$ cat config.mk
export PLATFORM = sky130hd
export DESIGN_NAME = spi_peripheral_flat
export DESIGN_NICKNAME = d
export VERILOG_FILES = /design/src/rtl/spi_pkg.sv /design/src/rtl/spi_peripheral_if.sv /design/src/rtl/sync_edge_detect.sv /design/src/rtl/spi_peripheral.sv /design/src/flat_wrapper.sv
export SDC_FILE = /design/constraint.sdc
export NUM_CORES = 1
export LEC_CHECK = 0
export BUFFER_PORTS_ARGS = -buffer_cell sky130_fd_sc_hd__buf_4
export CORE_MARGIN = 5
export CORE_UTILIZATION = 50
export CTS_CLUSTER_DIAMETER = 60
export DETAILED_ROUTE_END_ITERATION = 6
export PLACE_DENSITY = 0.81
export SETUP_SLACK_MARGIN = 0.2
export SYNTH_ARGS = -nofsm -noshare
export SYNTH_HDL_FRONTEND = slang
export SYNTH_SLANG_ARGS = --single-unit
$ cat constraint.sdc
create_clock -name clk -period 1.8 [get_ports clk]
set_clock_uncertainty 0.2 [all_clocks]
set_input_delay 0.27 -clock clk [delete_from_list [all_inputs] [get_ports clk]]
set_output_delay 0.27 -clock clk [all_outputs]
set_load 0.01 [all_outputs]
$ cat src/rtl/spi_pkg.sv
// Shared constants and FSM state type for the SPI register peripheral.
// Register map: five byte-wide control registers at 0x00..0x04.
package spi_pkg;

  localparam logic [6:0] ADDR_EN_OUT_7_0  = 7'h00;
  localparam logic [6:0] ADDR_EN_OUT_15_8 = 7'h01;
  localparam logic [6:0] ADDR_EN_PWM_7_0  = 7'h02;
  localparam logic [6:0] ADDR_EN_PWM_15_8 = 7'h03;
  localparam logic [6:0] ADDR_PWM_DUTY    = 7'h04;

  localparam int         FRAME_BITS = 16;
  localparam logic [6:0] MAX_ADDR   = 7'h04;

  typedef enum logic [1:0] {
    IDLE   = 2'd0,
    SHIFT  = 2'd1,
    COMMIT = 2'd2
  } state_t;

endpackage

$ cat src/rtl/spi_peripheral_if.sv
// SPI pin bundle (sclk, copi, ncs) between a bus master and the peripheral.
// Pins are asynchronous to the peripheral's system clock.
interface spi_peripheral_if;

  logic sclk;
  logic copi;
  logic ncs;

  modport master (output sclk, copi, ncs);
  modport slave  (input  sclk, copi, ncs);

endinterface

$ cat src/rtl/sync_edge_detect.sv
// Multi-flop synchronizer plus history flop for one asynchronous pin.
// Emits the synchronized level and single-cycle rise/fall pulses.
module sync_edge_detect #(
  parameter int   STAGES  = 2,
  parameter logic RST_VAL = 1'b0
) (
  input  logic clk,
  input  logic rst,
  input  logic d,
  output logic level,
  output logic rise,
  output logic fall
);

  logic [STAGES-1:0] sync_q;
  logic              hist_q;

  // Shift the pin through the synchronizer; keep last level for edges.
  always_ff @(posedge clk) begin
    if (rst) begin
      sync_q <= {STAGES{RST_VAL}};
      hist_q <= RST_VAL;
    end else begin
      sync_q <= {sync_q[STAGES-2:0], d};
      hist_q <= sync_q[STAGES-1];
    end
  end

  assign level = sync_q[STAGES-1];
  assign rise  = level & ~hist_q;
  assign fall  = ~level & hist_q;

endmodule

$ cat src/rtl/spi_peripheral.sv
// SPI mode-0 write-only register peripheral with five control registers.
// Frames are 16 bits MSB-first: W bit, 7-bit address, data byte.
module spi_peripheral
  import spi_pkg::*;
#(
  parameter int SYNC_STAGES = 2
) (
  input  logic                    clk,
  input  logic                    rst,
  spi_peripheral_if.slave         spi,
  output logic [7:0]              en_reg_out_7_0,
  output logic [7:0]              en_reg_out_15_8,
  output logic [7:0]              en_reg_pwm_7_0,
  output logic [7:0]              en_reg_pwm_15_8,
  output logic [7:0]              pwm_duty_cycle
);

  logic sclk_lvl, sclk_rise, sclk_fall;
  logic copi_lvl, copi_rise, copi_fall;
  logic ncs_lvl, ncs_rise, ncs_fall;
  logic unused_edges;

  state_t      state;
  logic [15:0] shreg;
  logic [4:0]  bit_cnt;
  logic        frame_ok;

  sync_edge_detect #(
    .STAGES  (SYNC_STAGES),
    .RST_VAL (1'b0)
  ) u_sclk (
    .clk   (clk),
    .rst   (rst),
    .d     (spi.sclk),
    .level (sclk_lvl),
    .rise  (sclk_rise),
    .fall  (sclk_fall)
  );

  sync_edge_detect #(
    .STAGES  (SYNC_STAGES),
    .RST_VAL (1'b0)
  ) u_copi (
    .clk   (clk),
    .rst   (rst),
    .d     (spi.copi),
    .level (copi_lvl),
    .rise  (copi_rise),
    .fall  (copi_fall)
  );

  sync_edge_detect #(
    .STAGES  (SYNC_STAGES),
    .RST_VAL (1'b1)
  ) u_ncs (
    .clk   (clk),
    .rst   (rst),
    .d     (spi.ncs),
    .level (ncs_lvl),
    .rise  (ncs_rise),
    .fall  (ncs_fall)
  );

  // Mode 0 needs only the sclk rise, copi level and ncs edges.
  assign unused_edges = ^{sclk_lvl, sclk_fall, copi_rise,
                          copi_fall, ncs_lvl};

  assign frame_ok = (bit_cnt == 5'(FRAME_BITS))
                  & shreg[15]
                  & (shreg[14:8] <= MAX_ADDR);

  // Frame FSM: collect bits while selected, evaluate once on deselect.
  always_ff @(posedge clk) begin
    if (rst) begin
      state           <= IDLE;
      shreg           <= '0;
      bit_cnt         <= '0;
      en_reg_out_7_0  <= '0;
      en_reg_out_15_8 <= '0;
      en_reg_pwm_7_0  <= '0;
      en_reg_pwm_15_8 <= '0;
      pwm_duty_cycle  <= '0;
    end else begin
      unique case (state)
        IDLE: begin
          if (ncs_fall) begin
            state   <= SHIFT;
            shreg   <= '0;
            bit_cnt <= '0;
          end
        end
        SHIFT: begin
          if (ncs_rise) begin
            state <= COMMIT;
          end else if (sclk_rise) begin
            shreg <= {shreg[14:0], copi_lvl};
            if (bit_cnt != 5'd17) begin
              bit_cnt <= bit_cnt + 5'd1;
            end
          end
        end
        COMMIT: begin
          state <= IDLE;
          if (frame_ok) begin
            case (shreg[14:8])
              ADDR_EN_OUT_7_0:  en_reg_out_7_0  <= shreg[7:0];
              ADDR_EN_OUT_15_8: en_reg_out_15_8 <= shreg[7:0];
              ADDR_EN_PWM_7_0:  en_reg_pwm_7_0  <= shreg[7:0];
              ADDR_EN_PWM_15_8: en_reg_pwm_15_8 <= shreg[7:0];
              ADDR_PWM_DUTY:    pwm_duty_cycle  <= shreg[7:0];
              default: ;
            endcase
          end
        end
        default: state <= IDLE;
      endcase
    end
  end

endmodule
$ cat src/flat_wrapper.sv
// flat-port wrapper written by rule: the top's interface ports become plain ports
module spi_peripheral_flat import spi_pkg::*;
#(
  parameter int SYNC_STAGES = 2
)
  (clk, rst, en_reg_out_7_0, en_reg_out_15_8, en_reg_pwm_7_0, en_reg_pwm_15_8, pwm_duty_cycle, spi_sclk, spi_copi, spi_ncs);
  spi_peripheral_if spi_i ();
  input  logic clk;
  input  logic rst;
  output logic [7:0] en_reg_out_7_0;
  output logic [7:0] en_reg_out_15_8;
  output logic [7:0] en_reg_pwm_7_0;
  output logic [7:0] en_reg_pwm_15_8;
  output logic [7:0] pwm_duty_cycle;
  input wire logic [$bits(spi_i.sclk)-1:0] spi_sclk;
  input wire logic [$bits(spi_i.copi)-1:0] spi_copi;
  input wire logic [$bits(spi_i.ncs)-1:0] spi_ncs;
  assign spi_i.sclk = spi_sclk;
  assign spi_i.copi = spi_copi;
  assign spi_i.ncs = spi_ncs;
  spi_peripheral #(.SYNC_STAGES(SYNC_STAGES)) u_core (.clk(clk), .rst(rst), .spi(spi_i), .en_reg_out_7_0(en_reg_out_7_0), .en_reg_out_15_8(en_reg_out_15_8), .en_reg_pwm_7_0(en_reg_pwm_7_0), .en_reg_pwm_15_8(en_reg_pwm_15_8), .pwm_duty_cycle(pwm_duty_cycle));
endmodule
==> flow_summary.toml <==
[cells_and_area]
fin_nets = 341
drive_above_1_share_pct = 32.5
instances_no_fill = 410
areaGrowthSynthToFinish_pct = 30.7
regArea_um2 = 1440
multi_input_area_um2 = 1370
n_fill_cell = 425
post-route-util_pct = 66.7
design_area_um2 = 3650
antenna_cells = 0

[timing]
hold_viol_final = 0
min_period_over_period_pct = 96.0
timing.fmax_mhz = 579
finalSetupViolCount = 0
grt_setup_unrepaired = "true"
fin_ws_ns = 0.0727
fin_tns_setup_ns = 0
worstMarginPinSlew_ns = 0.338
relSlewSlack_pct = 77.5
post-route-min-period_ns = 1.73
fin_hold_ws_ns = 0.0957
slew_violations = 0

[worst_setup_path]
cp-startpoint = "u_core.bit_cnt[1]$_SDFFE_PP0P_"
r2r_start = "u_core.bit_cnt[1]$_SDFFE_PP0P_"
critPathMaxFanout = 8
crit_type = "reg2reg"
cp-end-kind = "register"
cp.arrival_ns = 1.76
ff2ff_path_depth = 7
ff2ff_setup_slack_ns = 0.07
start_kind = "register"
required_ns = 1.83
r2r_end = "u_core.en_reg_pwm_7_0[5]$_SDFFE_PP0P_"

[global_route]
grtUsageMet3_pct = 5.69
antenna_found_initial = 0
track_usage_pct = 17.7
grt_pass1_vias = 2049
grtUsageMet2_pct = 27.4
grt_max_degree = 44
grt_pass1_wl_mm = 10.0
top_usage_layer = "met2"
grt.overflow.total = 0
met1_usage_pct = 22.2

[detailed_routing]
wl_per_cell_um = 14.9
viasPerCell = 5.33
drt_first_iter_violations = 155
vias = 2184
drc = 0
ant_nets = 0
drtPass1Iterations = 4
wirelength_mm = 6.12

[clocking]
cts_root_buf = "clkbuf_8"
clockBufferDepth = 2
clock-sinks = 71
cts_tree = "yes"
htree_levels = 3
clk_pin_slew_ns = 0.07
cts-buffers-inserted = 9
clock_latency_ns = 0.34

[power]
p_total_mw = 2.92
power_density_nw_per_um2 = 799
cellLeakagePower_nw = 1.66
p_clk_share_pct = 42.1
seqPwrFrac_pct = 54.2
ir_drop_mv = 0.618
p_comb_share_pct = 3.7
swShare_pct = 22.4
power.switching_mw = 0.653
p_int_mw = 2.26

[place]
placed_area_um2 = 3310
port_buffers = 44
hpwl_mm = 4.04
place_congestion = 0.739
place_ws_ns = 0.0773
post-place-cells = 387

[hold_path]
worstHoldStart = "rst"
min_path_type = "in2reg"
min_to = "u_core.en_reg_out_15_8[4]$_SDFFE_PP0P_"
holdPathStages = 2

[synthesis]
synth.yosys.seq_area_share_pct = 50.9
synth_area_um2 = 2790
synth_seq_cells = 71
netlist_instances = 274
async_reset_ff_share_pct = 0
synth_top_area_share_pct = 50.9
ys_types = 38
synth_edf_count = 0
synth_area_per_cell_um2 = 10.2
synth_top_flop_cell = "dfxtp_1"
synth_top_cell_by_area = "dfxtp_1"
ys_warn_count = 0
ys_top_cells_by_area = "dfxtp_1 51%, mux2i_1 14%, nor2_1 5.5%"
syn_nets = 282

[floorplanning]
core_um2 = 5470
die_area_um2 = 7180
die_w_um = 84.8
fp.dieH_um = 84.8
io_pins = 45
num_rows = 27
start_util_pct = 51.1

[status]
status = "complete, no violations"

[flow_run]
cap_violations = 0
## state kept, by name (all words and copies together), names as in the netlist
register / cells
u_core.u_copi.sync_q: 2
u_core.state: 2
u_core.en_reg_pwm_7_0: 8
u_core.u_sclk.sync_q: 2
u_core.bit_cnt: 5
u_core.en_reg_out_7_0: 8
u_core.en_reg_pwm_15_8: 8
u_core.pwm_duty_cycle: 8
u_core.en_reg_out_15_8: 8
u_core.shreg: 16
u_core.u_ncs.sync_q: 2
u_core.u_sclk.hist_q: 1
u_core.u_ncs.hist_q: 1
## what timing repair did
item	in CTS	in global routing
hold buffers	3	0
setup endpoints to repair	61	61
pin swaps	9	19
resized for setup	12	7
setup buffers	3	0
hold endpoints to repair	3	0
gates cloned	0	1
## power by group through the flow
stage	Combinational, mW	Clock, mW	Sequential, mW
floorplan	0.0598	0	1.62
global placement	0.0859	0	1.62
detailed placement	0.0866	0	1.62
CTS	0.0970	1.25	1.58
global route	0.117	1.33	1.58
finish	0.107	1.23	1.58
## worst max-delay path by stage
stage / endpoint / slack (ns) / cells after the start
after floorplan: u_core.en_reg_out_15_8[0]$_SDFFE_PP0P_ / 0.15 / 4
after global placement: u_core.en_reg_pwm_15_8[5]$_SDFFE_PP0P_ / 0.09 / 4
after detailed placement: u_core.en_reg_pwm_7_0[4]$_SDFFE_PP0P_ / 0.08 / 7
after CTS: u_core.en_reg_pwm_7_0[5]$_SDFFE_PP0P_ / 0.07 / 7
after global routing: u_core.en_reg_pwm_7_0[5]$_SDFFE_PP0P_ / 0.007 / 7
final: u_core.en_reg_pwm_7_0[5]$_SDFFE_PP0P_ / 0.07 / 7
## cell usage after synthesis (2+ instances only)
cell       n
a21oi_1   20
buf_2      5
clkbuf_1   9
dfxtp_1   71
ha_1       3
inv_1      5
mux2i_1   40
nand2_1   17
nand2b_1   3
nand3_1   18
nand4_4    5
nor2_1    41
nor2b_1    6
nor4b_1    3
o21ai_0    2
or2_2      2
or3_1      2
or4_1      2
## critical path, stage by stage, from the launching register on
cell     delay (ns)
dfxtp_2        0.33
inv_2          0.05
ha_1           0.12
and4b_1        0.23
buf_12         0.14
nand4_4        0.20
mux2i_2        0.27
nor2_1         0.06
## cell families after synthesis
| kind of cell | count (synthesis) | synth area share, % |
|---|---|---|
| fa+ha+maj | 4 | 1.70 |
| flops | 71 | 50.9 |
| simple gates | 111 | 23.8 |
| mux | 40 | 14.3 |
| compound gates | 28 | 6.40 |
| buf+inv | 20 | 2.91 |
## layout by cell type (no fill, tap or decap), drive strengths merged, types with 3 or more instances in the layout
cell type and instances:
a21oi 20, buf 59, clkbuf 12, dfxtp 71, dlygate4sd3 3, ha 3
inv 5, mux2i 40, nand2 17, nand2b 3, nand3 18, nand4 5
nor2 41, nor2b 6, nor4b 4, o21ai 3
## per-layer routing
metal	part of all wire, %	wire (um)	vias to the layer above
met5	0	0	-
met3	6.9	422	13
met2	47	2870	55
li1	-	-	1069
met1	44	2690	1047
met4	2.2	136	0
## final cells by class
| cell class | count | area share [%] |
|---|---|---|
| Clock buffer | 11 | 3.60 |
| Clock inverter | 5 | 1.61 |
| Inverter | 5 | 0.514 |
| Multi-Input combinational cell | 183 | 37.4 |
| Sequential cell | 71 | 39.5 |
| Tap cell | 72 | 2.47 |
| Timing Repair Buffer | 63 | 15.0 |
Power figures use the tool's default switching activity.
